## config.mk

```make
export PLATFORM = sky130hd
export DESIGN_NAME = layer_sequencer_flat
export DESIGN_NICKNAME = d
export VERILOG_FILES = /design/src/rtl/nn_pkg.sv /design/src/rtl/layer_sequencer_if.sv /design/src/rtl/addr_stride_gen.sv /design/src/rtl/layer_sequencer.sv /design/src/flat_wrapper.sv
export SDC_FILE = /design/constraint.sdc
export NUM_CORES = 1
export LEC_CHECK = 0
export BUFFER_PORTS_ARGS = -buffer_cell sky130_fd_sc_hd__buf_2
export CAP_MARGIN = 40
export CORE_MARGIN = 2
export CORE_UTILIZATION = 55
export DETAILED_ROUTE_END_ITERATION = 16
export PLACE_DENSITY = 0.93
export SKIP_LAST_GASP = 1
export SLEW_MARGIN = 20
export SYNTH_ARGS = -nofsm -noshare
export SYNTH_HDL_FRONTEND = slang
export SYNTH_SLANG_ARGS = --single-unit
```

## constraint.sdc

```tcl
create_clock -name clock -period 6.9 [get_ports clock]
set_input_delay 1.38 -clock clock [delete_from_list [all_inputs] [get_ports clock]]
set_output_delay 1.38 -clock clock [all_outputs]
set_load 0.05 [all_outputs]
```

## src/rtl/nn_pkg.sv

```systemverilog
// rtl/nn_pkg.sv - shared types and constants for the node-array layer sequencing
package nn_pkg;

  localparam int N_NODES = 10;
  localparam int ADDR_W  = 16;
  localparam int CNT_W   = 10;
  localparam int WD_MAX  = 255;
  localparam int WD_W    = 8;
  localparam int IDX_W   = 4;

  // Watchdog compare points: the pulse is raised one cycle before the bailout cycle
  localparam logic [WD_W-1:0]  WD_WARN  = WD_W'(WD_MAX - 2);
  localparam logic [WD_W-1:0]  WD_LAST  = WD_W'(WD_MAX - 1);
  localparam logic [IDX_W-1:0] NODE_END = IDX_W'(N_NODES);

  // Memory map used by the top-level controller for each layer pass
  localparam logic [ADDR_W-1:0] L1_X_BASE   = 16'h0000;
  localparam logic [ADDR_W-1:0] L1_W_BASE   = 16'h1000;
  localparam logic [ADDR_W-1:0] L1_B_BASE   = 16'hE000;
  localparam logic [ADDR_W-1:0] L1_OUT_BASE = 16'hF000;
  localparam logic [ADDR_W-1:0] L2_X_BASE   = 16'hF000;
  localparam logic [ADDR_W-1:0] L2_W_BASE   = 16'h3000;
  localparam logic [ADDR_W-1:0] L2_B_BASE   = 16'hE010;
  localparam logic [ADDR_W-1:0] L2_OUT_BASE = 16'hF100;
  localparam logic [ADDR_W-1:0] L3_X_BASE   = 16'hF100;
  localparam logic [ADDR_W-1:0] L3_W_BASE   = 16'h3100;
  localparam logic [ADDR_W-1:0] L3_B_BASE   = 16'hE020;
  localparam logic [ADDR_W-1:0] L3_OUT_BASE = 16'hF200;

  typedef enum logic [2:0] {
    ST_IDLE,
    ST_BIAS,
    ST_MAC,
    ST_WAIT_DONE,
    ST_WRITE,
    ST_FINISH
  } state_t;

endpackage

```

## src/rtl/layer_sequencer_if.sv

```systemverilog
// rtl/layer_sequencer_if.sv - request, node and memory signals of one layer pass
interface layer_sequencer_if;
  import nn_pkg::*;

  logic              start;
  logic [CNT_W-1:0]  in_count;
  logic [ADDR_W-1:0] x_base;
  logic [ADDR_W-1:0] w_base;
  logic [ADDR_W-1:0] b_base;
  logic [ADDR_W-1:0] out_base;
  logic              done_flag_node2c;

  logic              busy;
  logic              layer_done;
  logic              timeout_err;
  logic              rd_en_c2mem;
  logic [ADDR_W-1:0] x_addr_c2mem;
  logic [ADDR_W-1:0] w_addr_c2mem;
  logic [ADDR_W-1:0] b_addr_c2mem;
  logic              head_c2node;
  logic              data_select_c2node;
  logic              wr_en_c2mem;
  logic [ADDR_W-1:0] out_addr_c2mem;
  logic [IDX_W-1:0]  out_idx_c2node;

  modport master (
    output start, in_count, x_base, w_base, b_base, out_base, done_flag_node2c,
    input  busy, layer_done, timeout_err, rd_en_c2mem, x_addr_c2mem, w_addr_c2mem,
           b_addr_c2mem, head_c2node, data_select_c2node, wr_en_c2mem,
           out_addr_c2mem, out_idx_c2node
  );

  modport slave (
    input  start, in_count, x_base, w_base, b_base, out_base, done_flag_node2c,
    output busy, layer_done, timeout_err, rd_en_c2mem, x_addr_c2mem, w_addr_c2mem,
           b_addr_c2mem, head_c2node, data_select_c2node, wr_en_c2mem,
           out_addr_c2mem, out_idx_c2node
  );

endinterface

```

## src/rtl/addr_stride_gen.sv

```systemverilog
// rtl/addr_stride_gen.sv - loadable address pointer advancing by a fixed stride
module addr_stride_gen
  import nn_pkg::*;
(
  input  logic              clock,
  input  logic              rst,
  input  logic [ADDR_W-1:0] base_i,
  input  logic [ADDR_W-1:0] stride_i,
  input  logic              load_i,
  input  logic              step_i,
  output logic [ADDR_W-1:0] addr_o
);

  logic [ADDR_W-1:0] addr_q;

  // Load wins over step; the sum wraps modulo 2^ADDR_W
  always_ff @(posedge clock) begin
    if (rst) begin
      addr_q <= '0;
    end else if (load_i) begin
      addr_q <= base_i;
    end else if (step_i) begin
      addr_q <= addr_q + stride_i;
    end
  end

  assign addr_o = addr_q;

endmodule

```

## src/rtl/layer_sequencer.sv

```systemverilog
// rtl/layer_sequencer.sv - bias/MAC/wait/write sequencing of one fully-connected layer
module layer_sequencer
  import nn_pkg::*;
(
  input logic               clock,
  input logic               rst,
  layer_sequencer_if.slave  bus
);

  state_t            state_q;
  logic [CNT_W-1:0]  in_count_q;
  logic [CNT_W-1:0]  idx_q;
  logic [IDX_W-1:0]  jdx_q;
  logic [WD_W-1:0]   wd_q;

  logic              busy_q;
  logic              layer_done_q;
  logic              timeout_err_q;
  logic              rd_en_q;
  logic [ADDR_W-1:0] x_addr_q;
  logic [ADDR_W-1:0] w_addr_q;
  logic [ADDR_W-1:0] b_addr_q;
  logic              head_q;
  logic              sel_q;
  logic              wr_en_q;
  logic [ADDR_W-1:0] out_addr_q;
  logic [IDX_W-1:0]  out_idx_q;

  logic              gen_load_d;
  logic              mac_step_d;
  logic              wr_step_d;
  logic [ADDR_W-1:0] x_ptr;
  logic [ADDR_W-1:0] w_ptr;
  logic [ADDR_W-1:0] out_ptr;

  // Pointer control: a pointer steps in the cycle its current value is registered onto the bus
  always_comb begin
    gen_load_d = 1'b0;
    mac_step_d = 1'b0;
    wr_step_d  = 1'b0;
    case (state_q)
      ST_IDLE:      gen_load_d = bus.start;
      ST_BIAS:      mac_step_d = (in_count_q != '0);
      ST_MAC:       mac_step_d = (idx_q != in_count_q);
      ST_WAIT_DONE: wr_step_d  = bus.done_flag_node2c && (wd_q != WD_LAST);
      ST_WRITE:     wr_step_d  = (jdx_q != NODE_END);
      default:      ;
    endcase
  end

  addr_stride_gen u_x_gen (
    .clock(clock), .rst(rst), .base_i(bus.x_base), .stride_i(ADDR_W'(1)),
    .load_i(gen_load_d), .step_i(mac_step_d), .addr_o(x_ptr)
  );

  addr_stride_gen u_w_gen (
    .clock(clock), .rst(rst), .base_i(bus.w_base), .stride_i(ADDR_W'(N_NODES)),
    .load_i(gen_load_d), .step_i(mac_step_d), .addr_o(w_ptr)
  );

  addr_stride_gen u_out_gen (
    .clock(clock), .rst(rst), .base_i(bus.out_base), .stride_i(ADDR_W'(1)),
    .load_i(gen_load_d), .step_i(wr_step_d), .addr_o(out_ptr)
  );

  // Layer FSM with registered outputs; strobes and addresses default low each cycle
  always_ff @(posedge clock) begin
    if (rst) begin
      state_q       <= ST_IDLE;
      in_count_q    <= '0;
      idx_q         <= '0;
      jdx_q         <= '0;
      wd_q          <= '0;
      busy_q        <= 1'b0;
      layer_done_q  <= 1'b0;
      timeout_err_q <= 1'b0;
      rd_en_q       <= 1'b0;
      x_addr_q      <= '0;
      w_addr_q      <= '0;
      b_addr_q      <= '0;
      head_q        <= 1'b0;
      sel_q         <= 1'b0;
      wr_en_q       <= 1'b0;
      out_addr_q    <= '0;
      out_idx_q     <= '0;
    end else begin
      layer_done_q  <= 1'b0;
      timeout_err_q <= 1'b0;
      rd_en_q       <= 1'b0;
      x_addr_q      <= '0;
      w_addr_q      <= '0;
      b_addr_q      <= '0;
      head_q        <= 1'b0;
      sel_q         <= 1'b0;
      wr_en_q       <= 1'b0;
      out_addr_q    <= '0;
      out_idx_q     <= '0;
      case (state_q)
        ST_IDLE: begin
          if (bus.start) begin
            state_q    <= ST_BIAS;
            in_count_q <= bus.in_count;
            idx_q      <= '0;
            jdx_q      <= '0;
            busy_q     <= 1'b1;
            rd_en_q    <= 1'b1;
            b_addr_q   <= bus.b_base;
            head_q     <= 1'b1;
            sel_q      <= 1'b1;
          end
        end
        ST_BIAS, ST_MAC: begin
          if (mac_step_d) begin
            state_q  <= ST_MAC;
            rd_en_q  <= 1'b1;
            x_addr_q <= x_ptr;
            w_addr_q <= w_ptr;
            idx_q    <= idx_q + 1'b1;
          end else begin
            state_q <= ST_WAIT_DONE;
            wd_q    <= '0;
          end
        end
        ST_WAIT_DONE: begin
          if (wd_q == WD_LAST) begin
            state_q <= ST_IDLE;
            busy_q  <= 1'b0;
          end else if (bus.done_flag_node2c) begin
            state_q    <= ST_WRITE;
            wr_en_q    <= 1'b1;
            out_addr_q <= out_ptr;
            out_idx_q  <= '0;
            jdx_q      <= IDX_W'(1);
          end else begin
            wd_q <= wd_q + 1'b1;
            if (wd_q == WD_WARN) begin
              timeout_err_q <= 1'b1;
            end
          end
        end
        ST_WRITE: begin
          if (wr_step_d) begin
            wr_en_q    <= 1'b1;
            out_addr_q <= out_ptr;
            out_idx_q  <= jdx_q;
            jdx_q      <= jdx_q + 1'b1;
          end else begin
            state_q      <= ST_FINISH;
            layer_done_q <= 1'b1;
          end
        end
        ST_FINISH: begin
          state_q <= ST_IDLE;
          busy_q  <= 1'b0;
        end
        default: begin
          state_q <= ST_IDLE;
          busy_q  <= 1'b0;
        end
      endcase
    end
  end

  assign bus.busy               = busy_q;
  assign bus.layer_done         = layer_done_q;
  assign bus.timeout_err        = timeout_err_q;
  assign bus.rd_en_c2mem        = rd_en_q;
  assign bus.x_addr_c2mem       = x_addr_q;
  assign bus.w_addr_c2mem       = w_addr_q;
  assign bus.b_addr_c2mem       = b_addr_q;
  assign bus.head_c2node        = head_q;
  assign bus.data_select_c2node = sel_q;
  assign bus.wr_en_c2mem        = wr_en_q;
  assign bus.out_addr_c2mem     = out_addr_q;
  assign bus.out_idx_c2node     = out_idx_q;

endmodule

```

## src/flat_wrapper.sv

```systemverilog
// flat-port wrapper written by rule: the top's interface ports become plain ports
module layer_sequencer_flat import nn_pkg::*;
  (clock, rst, bus_start, bus_in_count, bus_x_base, bus_w_base, bus_b_base, bus_out_base, bus_done_flag_node2c, bus_busy, bus_layer_done, bus_timeout_err, bus_rd_en_c2mem, bus_x_addr_c2mem, bus_w_addr_c2mem, bus_b_addr_c2mem, bus_head_c2node, bus_data_select_c2node, bus_wr_en_c2mem, bus_out_addr_c2mem, bus_out_idx_c2node);
  layer_sequencer_if bus_i ();
  input logic clock;
  input logic rst;
  input wire logic [$bits(bus_i.start)-1:0] bus_start;
  input wire logic [$bits(bus_i.in_count)-1:0] bus_in_count;
  input wire logic [$bits(bus_i.x_base)-1:0] bus_x_base;
  input wire logic [$bits(bus_i.w_base)-1:0] bus_w_base;
  input wire logic [$bits(bus_i.b_base)-1:0] bus_b_base;
  input wire logic [$bits(bus_i.out_base)-1:0] bus_out_base;
  input wire logic [$bits(bus_i.done_flag_node2c)-1:0] bus_done_flag_node2c;
  output wire logic [$bits(bus_i.busy)-1:0] bus_busy;
  output wire logic [$bits(bus_i.layer_done)-1:0] bus_layer_done;
  output wire logic [$bits(bus_i.timeout_err)-1:0] bus_timeout_err;
  output wire logic [$bits(bus_i.rd_en_c2mem)-1:0] bus_rd_en_c2mem;
  output wire logic [$bits(bus_i.x_addr_c2mem)-1:0] bus_x_addr_c2mem;
  output wire logic [$bits(bus_i.w_addr_c2mem)-1:0] bus_w_addr_c2mem;
  output wire logic [$bits(bus_i.b_addr_c2mem)-1:0] bus_b_addr_c2mem;
  output wire logic [$bits(bus_i.head_c2node)-1:0] bus_head_c2node;
  output wire logic [$bits(bus_i.data_select_c2node)-1:0] bus_data_select_c2node;
  output wire logic [$bits(bus_i.wr_en_c2mem)-1:0] bus_wr_en_c2mem;
  output wire logic [$bits(bus_i.out_addr_c2mem)-1:0] bus_out_addr_c2mem;
  output wire logic [$bits(bus_i.out_idx_c2node)-1:0] bus_out_idx_c2node;
  assign bus_i.start = bus_start;
  assign bus_i.in_count = bus_in_count;
  assign bus_i.x_base = bus_x_base;
  assign bus_i.w_base = bus_w_base;
  assign bus_i.b_base = bus_b_base;
  assign bus_i.out_base = bus_out_base;
  assign bus_i.done_flag_node2c = bus_done_flag_node2c;
  assign bus_busy = bus_i.busy;
  assign bus_layer_done = bus_i.layer_done;
  assign bus_timeout_err = bus_i.timeout_err;
  assign bus_rd_en_c2mem = bus_i.rd_en_c2mem;
  assign bus_x_addr_c2mem = bus_i.x_addr_c2mem;
  assign bus_w_addr_c2mem = bus_i.w_addr_c2mem;
  assign bus_b_addr_c2mem = bus_i.b_addr_c2mem;
  assign bus_head_c2node = bus_i.head_c2node;
  assign bus_data_select_c2node = bus_i.data_select_c2node;
  assign bus_wr_en_c2mem = bus_i.wr_en_c2mem;
  assign bus_out_addr_c2mem = bus_i.out_addr_c2mem;
  assign bus_out_idx_c2node = bus_i.out_idx_c2node;
  layer_sequencer u_core (.clock(clock), .rst(rst), .bus(bus_i));
endmodule
```

==> summary.txt, run 1 <==
Status
  – Status: completed

Clock network
  – TritonCTS clock tree: built
  – Buffers from clock root to sink, at most: 2
  – Inserted Clock Buffers: 17
  – Clock root cell: sky130_fd_sc_hd__clkbuf_16
  – CTS-repair resized insts: 0
  – Number of clock sinks seen by CTS: between 150 and 200
  – Depth of the CTS H-tree: 4
  – Worst skew pair latency: around 0.43 ns
  – Clk slew on worst S/H paths: approximately 0.06 ns
  – Post CTS Setup Buffer Count: 0
  – Number of buffers added to fix hold violations after cts: 0

Placed design
  – Instance area after placement: around 7400 µm²
  – Global placement routability congestion: just under 0.9
  – Post-Place Worst Slack: 3.06 ns
  – Half-perimeter wire length after detailed placement: between 10000 and 15000 µm
  – Input/output buffers: roughly 150

Synth
  – Number of warnings reported in the yosys synthesis log: 0
  – Simple logic cell fraction of the synthesized area: a little over a quarter
  – Synth Area in XOR/XNOR: 3.82%
  – Number of flops mapped to enable cells by yosys: 0
  – Multiplexer area fraction after synthesis: less than 1%
  – Area share of the largest cell type after synthesis: a little under half
  – Proportion of synthesized chip area in sequential cells: a little under half
  – Post-synth cell types: between 60 and 70
  – Post-synthesis compound-gate area fraction: around 17%
  – Post-Syn Instances: roughly 720
  – Ys flop type: sky130_fd_sc_hd__dfxtp_1
  – Net Count, Synth: 810
  – Fraction of registers with async set or reset after synthesis: 0%
  – Average cell area after synthesis: around 9 µm²
  – Top cells by area in the synthesized netlist: sky130_fd_sc_hd__dfxtp_1 (47%), sky130_fd_sc_hd__and2_1 (6.5%), sky130_fd_sc_hd__a21oi_1 (3.8%)
  – Number of flip-flops and latches in the synthesized netlist: 157
  – Area of the mapped netlist: between 6000 and 7000 µm²
  – Library cell with the largest summed area after synthesis: sky130_fd_sc_hd__dfxtp_1
  – Combinational family with the most area after synthesis: simple AND/OR/NAND/NOR gates
  – Share of synthesized cell area in full adder, half adder and majority cells: under 10%

Drt
  – Via density per instance: 5.67
  – Vias: a little under 6000
  – DR WL/cell: 15.3 µm
  – Wirelength, routed: roughly 16000 µm
  – Post-route antenna net violation count: 0
  – DRC marker count from the first detailed-route iteration: 439
  – DRC violation count after routing: 0
  – First-pass iteration count of the detailed router: 5

Job
  – Count of maximum capacitance violations: 0

Pwr
  – Proportion of power drawn by the clock network: between 30% and 40%
  – Internal portion of total power: 1.87 mW
  – Total leakage power: around 3.4 nW
  – Part of the power in registers: between 30% and 40%
  – Switching Share: around 37%
  – Max IR drop VDD: about 0.18 mV
  – Relative contribution of combinational cells to total power: about 30%
  – Switch Pwr: between 1 and 1.5 mW
  – Power Density: approximately 370 nW/µm²

Finish
  – Layout cells sized above 1: 24.8%
  – Register area: between 3000 and 4000 µm²
  – Final Cell Area: approximately 8000 µm²
  – Synth-to-Final Area Change: 20.5%
  – Post-layout nets: 946
  – Multi-input combinational cell area: ~3200 µm²
  – Fillcell total: ~920
  – Most used cells in the layout excluding fill and tap cells: sky130_fd_sc_hd__dfxtp_1 (157), sky130_fd_sc_hd__buf_2 (152), sky130_fd_sc_hd__and2_1 (69)
  – Most common cell after layout, fill and taps aside: sky130_fd_sc_hd__dfxtp_1
  – Final cell utilization of the core: a little under 70%

GRT
  – First-pass GRT wire length: approximately 25000 µm
  – Leftover overflow at the end of global routing: 0
  – Pin count of the biggest net entering global routing: 58
  – Via count of the first global-routing pass: ~5300
  – Initial antenna violation count: 1
  – Overall global routing resource usage: roughly 25%

Timing
  – Fraction of the cycle the final worst path needs: between 40% and 50%
  – Clock period minus worst slack: roughly 3.4 ns
  – Number of slew-limit violations in the final report: 0
  – Tightest Pin Transition: 0.798 ns
  – Count of final hold-check violations: 0
  – Fmax achieved: approximately 0.29 GHz
  – Post-layout worst setup margin: roughly 3.5 ns
  – Worst hold slack after final layout: 0.454 ns
  – Final worst clock skew: between 0.008 and 0.009 ns
  – Setup repair after global routing missed its margin: false
  – Sum of negative setup slack: 0 ns
  – Relative slew slack: between 40% and 50%
  – Final number of setup-violating endpoints: 0

Worst setup path
  – Maximum fanout encountered on the critical timing path: between 40 and 50
  – Worst Setup End Kind: flip-flop
  – Launching element type of the critical path: input port
  – Arrival time of the worst setup path: 3.76 ns
  – Kind of critical path: in -> reg
  – Worst path required time: between 7 and 8 ns

Floorplanning
  – Core Footprint: around 12000 µm²
  – Starting utilization of the core area: roughly 56%
  – Width of the chip: roughly 110 µm
  – Die H: 114 µm
  – Total Die Area: 13000 µm²
  – Number of standard-cell rows in the floorplan: 40
  – I/O pin count: 153

Min path
  – Type of the tightest min-delay check: reg -> reg
## synthesized netlist by cell type, types with 3 or more instances
cell type and instances:
sky130_fd_sc_hd__nand3b_1 4, sky130_fd_sc_hd__nor3_1 21, sky130_fd_sc_hd__nand2_1 54, sky130_fd_sc_hd__xor2_1 15
sky130_fd_sc_hd__o32ai_1 7, sky130_fd_sc_hd__inv_1 8, sky130_fd_sc_hd__a211oi_1 24, sky130_fd_sc_hd__o21ai_1 3
sky130_fd_sc_hd__a311oi_1 14, sky130_fd_sc_hd__nor2_4 3, sky130_fd_sc_hd__nor2b_1 3, sky130_fd_sc_hd__buf_4 3
sky130_fd_sc_hd__xnor2_1 14, sky130_fd_sc_hd__or2_2 3, sky130_fd_sc_hd__nand2b_1 11, sky130_fd_sc_hd__dfxtp_1 157
sky130_fd_sc_hd__clkbuf_8 4, sky130_fd_sc_hd__o31ai_1 8, sky130_fd_sc_hd__nor2_1 59, sky130_fd_sc_hd__nor3b_1 4
sky130_fd_sc_hd__clkbuf_1 20, sky130_fd_sc_hd__and4_1 9, sky130_fd_sc_hd__a2111oi_1 3, sky130_fd_sc_hd__and2_1 69
sky130_fd_sc_hd__ha_1 9, sky130_fd_sc_hd__nand3_1 24, sky130_fd_sc_hd__a21oi_1 51, sky130_fd_sc_hd__nor4_1 7
sky130_fd_sc_hd__and3_1 18, sky130_fd_sc_hd__nand4b_1 3, sky130_fd_sc_hd__o211ai_1 4, sky130_fd_sc_hd__nand4_1 7
sky130_fd_sc_hd__o21bai_1 3, sky130_fd_sc_hd__o21ai_0 19, sky130_fd_sc_hd__buf_2 12, sky130_fd_sc_hd__or4_1 7
## through the flow
step,instances,power [mW]
floorplan,723,1.85
global placement,984,2.03
detailed placement,987,2.07
CTS,1018,2.97
global route,1019,3.13
finish,1019,2.97
## path summary, 6_finish.rpt
kind / startpoint / end / slack (ns) / depth (start not counted)
max: bus_start / u_core.bus.b_addr_c2mem[1] / 3.50 / 6
min: u_core.u_w_gen.addr_o[0] / u_core.u_w_gen.addr_o[0] / 0.45 / 2
max reg2reg: u_core.state_q[1] / u_core.u_x_gen.addr_o[4] / 4.08 / 7
min reg2reg: u_core.u_w_gen.addr_o[0] / u_core.u_w_gen.addr_o[0] / 0.45 / 2
## flip-flops by register name (all words and copies together), names as in the netlist, 3 cells and up
name	cells
u_core.in_count_q	10
u_core.bus.x_addr_c2mem	16
u_core.bus.out_idx_c2node	4
u_core.bus.w_addr_c2mem	16
u_core.idx_q	10
u_core.bus.out_addr_c2mem	16
u_core.state_q	3
u_core.u_x_gen.addr_o	16
u_core.jdx_q	4
u_core.u_out_gen.addr_o	16
u_core.u_w_gen.addr_o	16
u_core.wd_q	8
u_core.bus.b_addr_c2mem	16
## logic make-up (layout without fill, tap and decap cells)
kind of cell,Yosys count,in the layout
multiplexers,1,1
AO/OA/AOI/OAI,160,160
XOR/XNOR,29,29
adder cells (fa/ha/maj),9,9
AND/OR/NAND/NOR,315,315
other,0,1
buffers and inverters,52,200
flip-flops,157,157
## cell type report
| cell class | instances | share of cell area (%) |
|---|---|---|
| multi-input cells | 514 | 40.4 |
| flip-flops and latches | 157 | 39.2 |
| repair buffers | 161 | 10.5 |
| clock buffers | 20 | 5.70 |
| well taps | 147 | 2.29 |
| clock inverters | 11 | 1.48 |
| inverters | 8 | 0.375 |
| diodes | 1 | 0.0312 |
## worst max-delay path: stages
cell and delay [ns]:
sky130_fd_sc_hd__buf_2 0.12, sky130_fd_sc_hd__or3b_4 0.41, sky130_fd_sc_hd__or2_2 0.55, sky130_fd_sc_hd__buf_4 0.38, sky130_fd_sc_hd__nor2_1 0.66, sky130_fd_sc_hd__and2_1 0.24
## power by group through the flow
stage,sequential (mW),clock (mW),combinational [mW]
floorplan,1.26,0,0.592
global placement,1.18,0,0.847
detailed placement,1.19,0,0.880
CTS,1.17,0.916,0.889
global route,1.19,0.954,0.981
finish,1.17,0.902,0.892
## layer usage
layer / GRT usage (%) / share of wire, % / vias up
met2: 41.0 / 49 / 207
met5: 0 / 0 / -
met3: 6.38 / 6.2 / 41
met1: 29.8 / 42 / 2680
met4: 11.0 / 2.9 / 0
li1: - / - / 2854
Note: power is estimated with default switching activity, not from simulation.
==> run 2: changes to the inputs <==
--- a/config.mk
+++ b/config.mk
@@ -5,12 +5,13 @@
 export SDC_FILE = /design/constraint.sdc
 export NUM_CORES = 1
 export LEC_CHECK = 0
+export ABC_AREA = 1
 export BUFFER_PORTS_ARGS = -buffer_cell sky130_fd_sc_hd__buf_2
 export CAP_MARGIN = 40
 export CORE_MARGIN = 2
 export CORE_UTILIZATION = 55
 export DETAILED_ROUTE_END_ITERATION = 16
-export PLACE_DENSITY = 0.93
+export PLACE_DENSITY = 0.92
 export SKIP_LAST_GASP = 1
 export SLEW_MARGIN = 20
 export SYNTH_ARGS = -nofsm -noshare
==> constraint.sdc (replaced) <==
create_clock -name clock -period 3.3 [get_ports clock]
set_input_delay 0.66 -clock clock [delete_from_list [all_inputs] [get_ports clock]]
set_output_delay 0.66 -clock clock [all_outputs]
set_load 0.05 [all_outputs]
==> run 2 against run 1 <==
Against the previous run: non-clock buffer count increased by 2; die area up 8.5%; clock skew is essentially flat; synthesized cell count increased by 45%; routed wire length rose by 22%; sequential power grew 120%; critical path type is now reg -> reg; largest power group is now combinational logic; highest routed layer unchanged.
==> summary.txt, run 2 <==
Status
  – Status: completed (unchanged)

Worst setup path
  – Register-to-register path setup slack: 0.87 ns (was 4.08 ns)
  – Kind of critical path: reg -> reg (was in -> reg)
  – Register-to-Register Path Depth: 10 (was 7)
  – Arrival time of the worst setup path: 2.72 ns (was 3.76 ns)
  – Worst Setup End Kind: flip-flop (unchanged)
  – Reg-to-reg endpoint: u_core.wd_q[2] (was u_core.u_x_gen.addr_o[4])
  – Maximum fanout encountered on the critical timing path: 38 (was 41)
  – Worst path required time: 3.59 ns (was 7.26 ns)
  – Launching point of the worst reg2reg path: u_core.in_count_q[9] (was u_core.state_q[1])
  – Launching element type of the critical path: flip-flop (was input port)

Timing
  – Final number of setup-violating endpoints: 0 (unchanged)
  – Relative slew slack: 48.5% (was 46.6%)
  – Tightest Pin Transition: 0.770 ns (was 0.798 ns)
  – Worst hold slack after final layout: 0.428 ns (was 0.454 ns)
  – Sum of negative setup slack: 0 ns (unchanged)
  – Number of slew-limit violations in the final report: 0 (unchanged)
  – Clock period minus worst slack: 2.43 ns
  – Fraction of the cycle the final worst path needs: between 70 and 80%
  – Setup repair after global routing missed its margin: false (unchanged)
  – Count of final hold-check violations: 0 (unchanged)
  – Final worst clock skew: 0.00777 ns (was 0.00820 ns)
  – Post-layout worst setup margin: 0.866 ns (was 3.50 ns)
  – Fmax achieved: roughly 0.4 GHz

Clock network
  – CTS-repair resized insts: 0 (unchanged)
  – Worst skew pair latency: 0.43 ns (about the same)
  – Depth of the CTS H-tree: 4 (unchanged)
  – Number of buffers added to fix hold violations after cts: 0 (unchanged)
  – Post CTS Setup Buffer Count: 0 (unchanged)
  – Clk slew on worst S/H paths: 0.06 ns (about the same)
  – Clock root cell: sky130_fd_sc_hd__clkbuf_16 (unchanged)
  – Inserted Clock Buffers: 17 (unchanged)
  – Buffers from clock root to sink, at most: 2 (unchanged)
  – TritonCTS clock tree: built (unchanged)
  – Number of clock sinks seen by CTS: 157 (unchanged)

Synth
  – Most used standard cell by instance count after synthesis: sky130_fd_sc_hd__nand2_1 (was sky130_fd_sc_hd__dfxtp_1)
  – Number of warnings reported in the yosys synthesis log: 0 (unchanged)
  – Share of synthesized cell area in full adder, half adder and majority cells: 1.56% (was 1.69%)
  – Synth Area in XOR/XNOR: 1.57% (was 3.82%)
  – Top post-synthesis cells by count: sky130_fd_sc_hd__nand2_1 (264), sky130_fd_sc_hd__dfxtp_1 (157), sky130_fd_sc_hd__nor2_1 (149) (was sky130_fd_sc_hd__dfxtp_1 (157), sky130_fd_sc_hd__and2_1 (69), sky130_fd_sc_hd__nor2_1 (59))
  – Fraction of registers with async set or reset after synthesis: 0% (unchanged)
  – Net Count, Synth: 1138 (was 810)
  – Post-Syn Instances: 1051 (was 723)
  – Area share of the largest cell type after synthesis: 43.4% (was 47.2%)
  – Library cell with the largest summed area after synthesis: sky130_fd_sc_hd__dfxtp_1 (unchanged)
  – Area of the mapped netlist: 7240 µm² (was 6650 µm²)
  – Post-synthesis compound-gate area fraction: 8.23% (was 16.9%)
  – Number of flip-flops and latches in the synthesized netlist: 157 (unchanged)
  – Ys flop type: sky130_fd_sc_hd__dfxtp_1 (unchanged)
  – Post-synth cell types: 37 (was 67)
  – Number of flops mapped to enable cells by yosys: 0 (unchanged)
  – Proportion of synthesized chip area in sequential cells: 43.4% (was 47.2%)
  – Combinational family with the most area after synthesis: simple AND/OR/NAND/NOR gates (unchanged)
  – Top cells by area in the synthesized netlist: sky130_fd_sc_hd__dfxtp_1 (43%), sky130_fd_sc_hd__nand2_1 (14%), sky130_fd_sc_hd__nor2_1 (7.7%) (was sky130_fd_sc_hd__dfxtp_1 (47%), sky130_fd_sc_hd__and2_1 (6.5%), sky130_fd_sc_hd__a21oi_1 (3.8%))
  – Simple logic cell fraction of the synthesized area: 33.8% (was 26.0%)
  – Multiplexer area fraction after synthesis: 1.24% (was 0.150%)
  – Average cell area after synthesis: 6.89 µm² (was 9.20 µm²)

Drt
  – DR WL/cell: 13.9 µm (was 15.3 µm)
  – First-pass iteration count of the detailed router: 7 (was 5)
  – Via density per instance: 5.35 (was 5.67)
  – Post-route antenna net violation count: 0 (unchanged)
  – DRC marker count from the first detailed-route iteration: 810 (was 439)
  – Vias: 7340 (was 5782)
  – Wirelength, routed: 19000 µm (was 15600 µm)
  – DRC violation count after routing: 0 (unchanged)

GRT
  – Initial antenna violation count: 0 (was 1)
  – Via count of the first global-routing pass: 7031 (was 5346)
  – Leftover overflow at the end of global routing: 0 (unchanged)
  – Overall global routing resource usage: 27.4% (was 24.5%)
  – First-pass GRT wire length: 31600 µm (was 25500 µm)
  – Pin count of the biggest net entering global routing: 39 (was 58)

Floorplanning
  – Core Footprint: 12700 µm² (was 11900 µm²)
  – Number of standard-cell rows in the floorplan: 41 (was 40)
  – Die H: 119 µm (was 114 µm)
  – Width of the chip: 119 µm (was 114 µm)
  – Total Die Area: 14100 µm² (was 13000 µm²)
  – Starting utilization of the core area: 56.9% (was 55.9%)
  – I/O pin count: 153 (unchanged)

Finish
  – Layout cells sized above 1: 17.4% (was 24.8%)
  – Fillcell total: 1060 (was 917)
  – Synth-to-Final Area Change: 20.5% (about the same)
  – Most used cells in the layout excluding fill and tap cells: sky130_fd_sc_hd__nand2_1 (264), sky130_fd_sc_hd__dfxtp_1 (157), sky130_fd_sc_hd__buf_2 (152) (was sky130_fd_sc_hd__dfxtp_1 (157), sky130_fd_sc_hd__buf_2 (152), sky130_fd_sc_hd__and2_1 (69))
  – Post-layout nets: 1274 (was 946)
  – Number of inserted diodes: 0 (was 1)
  – Most common cell after layout, fill and taps aside: sky130_fd_sc_hd__nand2_1 (was sky130_fd_sc_hd__dfxtp_1)

Pwr
  – Total leakage power: 4.09 nW (was 3.38 nW)
  – Power Density: 884 nW/µm² (was 370 nW/µm²)
  – Max IR drop VDD: 0.487 mV (was 0.185 mV)
  – Overall power: 7.71 mW (was 2.97 mW)

Job
  – Count of maximum capacitance violations: 0 (unchanged)

Min path
  – Type of the tightest min-delay check: in -> reg (was reg -> reg)
  – Hold-critical path depth: 3 (was 2)
  – HP Start: bus_w_base[0] (was u_core.u_w_gen.addr_o[0])
  – Hold EP: u_core.u_w_gen.addr_o[0] (unchanged)

Placed design
  – Global placement routability congestion: 0.903 (was 0.874)
  – Input/output buffers: 152 (unchanged)
  – Half-perimeter wire length after detailed placement: 12700 µm (was 10600 µm)
  – Post-Place Worst Slack: 1.02 ns (was 3.06 ns)
## run 2: critical path, stage by stage (launching register included)
cell and delay [ns]:
sky130_fd_sc_hd__dfxtp_1 0.38, sky130_fd_sc_hd__inv_1 0.08, sky130_fd_sc_hd__nand2_1 0.06, sky130_fd_sc_hd__nand2_1 0.04, sky130_fd_sc_hd__a21oi_1 0.15, sky130_fd_sc_hd__nand2_1 0.08, sky130_fd_sc_hd__o21bai_2 0.38, sky130_fd_sc_hd__buf_4 0.46
sky130_fd_sc_hd__nand3_1 0.37, sky130_fd_sc_hd__nand2_1 0.19, sky130_fd_sc_hd__a21oi_1 0.10
## run 2: logic make-up (layout without fill, tap and decap cells)
kind of cell | Yosys count | in the layout
adder cells (fa/ha/maj) | 9 | 9
AND/OR/NAND/NOR | 569 | 569
flip-flops | 157 | 157
XOR/XNOR | 13 | 13
AO/OA/AOI/OAI | 112 | 112
multiplexers | 9 | 9
buffers and inverters | 182 | 330
## run 2: where the power goes
part | total [mW] | leakage (nW) | internal [mW] | switching (mW)
clock | 1.98 | 0.280 | 1.22 | 0.762
combinational | 3.13 | 2.53 | 0.955 | 2.18
sequential | 2.60 | 1.28 | 2.28 | 0.321
total | 7.71 | 4.09 | 4.45 | 3.26
## run 2: layout make-up
type	instances	area, µm²	area share, %
multi-input cells	712	3380	38.7
flip-flops and latches	157	3140	36.0
repair buffers	163	876	10.0
inverters	136	510	5.85
clock buffers	20	457	5.24
well taps	172	215	2.47
clock inverters	11	143	1.64
## run 2: metrics by stage
stage	area, µm²	cells	util [%]
final	8720	1371	68.6
after CTS	8720	1371	68.6
after floorplan	7240	1051	-
after global placement	8100	1339	63.6
after global routing	8720	1371	68.6
after detailed placement	8120	1340	63.8
## run 2: how the worst max path moves through the flow
stage                                     from                           to
final                     u_core.in_count_q[9]               u_core.wd_q[2]
after global routing      u_core.in_count_q[9]               u_core.wd_q[2]
after CTS                 u_core.in_count_q[9]               u_core.wd_q[2]
after detailed placement       u_core.idx_q[2]               u_core.wd_q[2]
after global placement    u_core.in_count_q[9]     u_core.u_w_gen.addr_o[9]
after floorplan                      bus_start  u_core.u_out_gen.addr_o[13]
## run 2: routing by layer
layer  vias up  routed length, µm  global-route usage (%)
li1       3627                  -                       -
met1      3320               7660                    31.9
met2       344               9410                    47.6
met3        49               1450                    5.98
met4         0                497                    13.2
met5         -                  0                       0
==> run 3: changes to the inputs <==
--- a/config.mk
+++ b/config.mk
@@ -9,9 +9,9 @@
 export BUFFER_PORTS_ARGS = -buffer_cell sky130_fd_sc_hd__buf_2
 export CAP_MARGIN = 40
 export CORE_MARGIN = 2
-export CORE_UTILIZATION = 55
+export CORE_UTILIZATION = 49
 export DETAILED_ROUTE_END_ITERATION = 16
-export PLACE_DENSITY = 0.92
+export PLACE_DENSITY = 0.88
 export SKIP_LAST_GASP = 1
 export SLEW_MARGIN = 20
 export SYNTH_ARGS = -nofsm -noshare
==> constraint.sdc (replaced) <==
create_clock -name clock -period 2.2 [get_ports clock]
set_input_delay 0.44 -clock clock [delete_from_list [all_inputs] [get_ports clock]]
set_output_delay 0.44 -clock clock [all_outputs]
set_load 0.05 [all_outputs]
==> run 3 against run 2 <==
Against the previous run: critical path depth did not move; sequential share of layout area barely moved; worst hold slack got worse by 0.22 ns; combinational power rose by 52%; clock skew rose by 0.0015 ns; register-to-register slack got worse by 0.67 ns; largest cell class unchanged.
==> summary.txt, run 3 (synthesis gave the netlist of run 2 again) <==
Finish
  – Layout cells sized above 1: 17.8% (was 17.4%)
  – Most used cells in the layout excluding fill and tap cells: sky130_fd_sc_hd__nand2_1 (264), sky130_fd_sc_hd__dfxtp_1 (157), sky130_fd_sc_hd__buf_2 (152) (unchanged)
  – Register area: 3140 µm² (unchanged)
  – Final Cell Area: 8730 µm² (was 8720 µm²)
  – Multi-input combinational cell area: 3380 µm² (unchanged)
  – Most common cell after layout, fill and taps aside: sky130_fd_sc_hd__nand2_1 (unchanged)
  – Post-layout nets: 1282 (was 1274)
  – Synth-to-Final Area Change: 20.6% (was 20.5%)
  – Number of inserted diodes: 0 (unchanged)
  – Fillcell total: 1315 (was 1060)

Drt
  – Post-route antenna net violation count: 0 (unchanged)
  – DRC violation count after routing: 0 (unchanged)
  – Via density per instance: 5.14 (was 5.35)
  – DRC marker count from the first detailed-route iteration: 629 (was 810)
  – DR WL/cell: 13.0 µm (was 13.9 µm)
  – First-pass iteration count of the detailed router: 6 (was 7)
  – Vias: 7149 (was 7340)
  – Wirelength, routed: 18100 µm (was 19000 µm)

Pwr
  – Max IR drop VDD: 0.761 mV (was 0.487 mV)
  – Total leakage power: 4.11 nW (was 4.09 nW)
  – Switch Pwr: 4.87 mW (was 3.26 mW)
  – Relative contribution of combinational cells to total power: 42.1% (was 40.6%)
  – Internal portion of total power: 6.41 mW (was 4.45 mW)
  – Part of the power in registers: 34.3% (was 33.7%)
  – Overall power: 11.3 mW (was 7.71 mW)
  – Proportion of power drawn by the clock network: 23.5% (was 25.7%)
  – Power Density: 1290 nW/µm² (was 884 nW/µm²)
  – Switching Share: 43.1% (was 42.3%)

Timing
  – Sum of negative setup slack: 0 ns (unchanged)
  – Clock period minus worst slack: 2.00 ns (was 2.43 ns)
  – Worst hold slack after final layout: 0.204 ns (was 0.428 ns)
  – Setup repair after global routing missed its margin: false (unchanged)
  – Final number of setup-violating endpoints: 0 (unchanged)
  – Final worst clock skew: 0.00929 ns (was 0.00777 ns)
  – Fmax achieved: 0.499 GHz (was 0.411 GHz)
  – Fraction of the cycle the final worst path needs: 91.0% (was 73.7%)
  – Number of slew-limit violations in the final report: 0 (unchanged)
  – Tightest Pin Transition: 0.553 ns (was 0.770 ns)
  – Count of final hold-check violations: 0 (unchanged)
  – Relative slew slack: 63.0% (was 48.5%)

Min path
  – HP Start: bus_x_base[0] (was bus_w_base[0])
  – Type of the tightest min-delay check: in -> reg (unchanged)

Worst setup path
  – Worst Setup End Kind: flip-flop (unchanged)
  – Kind of critical path: reg -> reg (unchanged)
  – Worst path required time: 2.49 ns (was 3.59 ns)
  – Launching point of the worst reg2reg path: u_core.idx_q[0] (was u_core.in_count_q[9])
  – Arrival time of the worst setup path: 2.30 ns (was 2.72 ns)
  – CP startpoint: u_core.idx_q[0] (was u_core.in_count_q[9])
  – Launching element type of the critical path: flip-flop (unchanged)
  – Maximum fanout encountered on the critical timing path: 40 (was 38)

Clock network
  – Post CTS Setup Buffer Count: 0 (unchanged)
  – Depth of the CTS H-tree: 4 (unchanged)
  – CTS-repair resized insts: 0 (unchanged)
  – Clock root cell: sky130_fd_sc_hd__clkbuf_16 (unchanged)
  – Clk slew on worst S/H paths: 0.06 ns (about the same)
  – Worst skew pair latency: 0.43 ns (about the same)
  – Inserted Clock Buffers: 17 (unchanged)
  – TritonCTS clock tree: built (unchanged)
  – Number of clock sinks seen by CTS: 157 (unchanged)
  – Buffers from clock root to sink, at most: 2 (unchanged)
  – Number of buffers added to fix hold violations after cts: 0 (unchanged)

Status
  – Status: completed (unchanged)

GRT
  – Via count of the first global-routing pass: 6353 (was 7031)
  – Overall global routing resource usage: 22.8% (was 27.4%)
  – Pin count of the biggest net entering global routing: 41 (was 39)
  – Leftover overflow at the end of global routing: 0 (unchanged)
  – First-pass GRT wire length: 29800 µm (was 31600 µm)
  – Initial antenna violation count: 1 (was 0)

Placed design
  – Input/output buffers: 152 (unchanged)
  – Half-perimeter wire length after detailed placement: 12700 µm (about the same)
  – Instance area after placement: 8200 µm² (was 8120 µm²)
  – Global placement routability congestion: 0.900 (was 0.903)

Floorplanning
  – Total Die Area: 15800 µm² (was 14100 µm²)
  – Core Footprint: 14500 µm² (was 12700 µm²)
  – Width of the chip: 126 µm (was 119 µm)
  – Die H: 126 µm (was 119 µm)
  – I/O pin count: 153 (unchanged)
  – Number of standard-cell rows in the floorplan: 44 (was 41)
  – Starting utilization of the core area: 50.0% (was 56.9%)

Job
  – Count of maximum capacitance violations: 0 (unchanged)
run 3: changes by cell type in the layout (fill, tap and decap cells not counted), sizes merged:
cell | before | now
buf | 163 | 171
bufinv | 3 | 0
clkbuf | 20 | 22
clkinv | 3 | 4
clkinvlp | 5 | 3
inv | 136 | 138
run 3: per-stage QoR:
step,util (%),std cells,worst slack (ns)
after floorplan,-,1051,0.639
after global placement,56.7,1360,0.356
after detailed placement,56.7,1360,0.255
after CTS,60.3,1391,0.211
after global routing,60.3,1391,0.00240
final,60.3,1391,0.198
run 3: worst max-delay path, cell delays in order, from the launching register on:
cell and delay (ns):
sky130_fd_sc_hd__dfxtp_1 0.41, sky130_fd_sc_hd__inv_1 0.08, sky130_fd_sc_hd__nand2_1 0.06, sky130_fd_sc_hd__nand2_1 0.04, sky130_fd_sc_hd__nor2_1 0.11, sky130_fd_sc_hd__nand3_1 0.11, sky130_fd_sc_hd__o21bai_2 0.27, sky130_fd_sc_hd__buf_12 0.25
sky130_fd_sc_hd__nand3_1 0.27, sky130_fd_sc_hd__nand2_1 0.16, sky130_fd_sc_hd__a21oi_1 0.09
run 3: power groups by stage:
stage	sequential, mW	combinational, mW	clock [mW]
4_1_cts	3.86	4.72	2.68
2_1_floorplan	4.26	3.17	0
6_report	3.87	4.75	2.66
3_3_place_gp	3.90	4.60	0
5_1_grt	3.95	5.30	2.82
3_5_place_dp	3.92	4.69	0
run 3: worst paths after layout:
check	to	slack, ns	depth (start not counted)
worst max register to register	u_core.wd_q[4]	0.20	10
worst max-delay path	u_core.wd_q[4]	0.20	10
worst min register to register	u_core.bus.out_addr_c2mem[6]	0.47	2
worst min-delay path	u_core.u_x_gen.addr_o[0]	0.20	3
run 3: layout make-up:
cell class | instances | area share [%]
Tap cell | 184 | 2.64
Multi-Input combinational cell | 712 | 38.7
Sequential cell | 157 | 36.0
Timing Repair Buffer | 171 | 10.8
Inverter | 136 | 5.85
Clock buffer | 22 | 5.32
Clock inverter | 9 | 0.731
run 3: metal layers:
layer | GRT usage [%] | vias to the layer above | wire [µm]
li1 | - | 3647 | -
met1 | 29.8 | 3180 | 8030
met2 | 36.7 | 285 | 8410
met3 | 5.39 | 35 | 1240
met4 | 8.56 | 2 | 420
met5 | 0 | - | 13
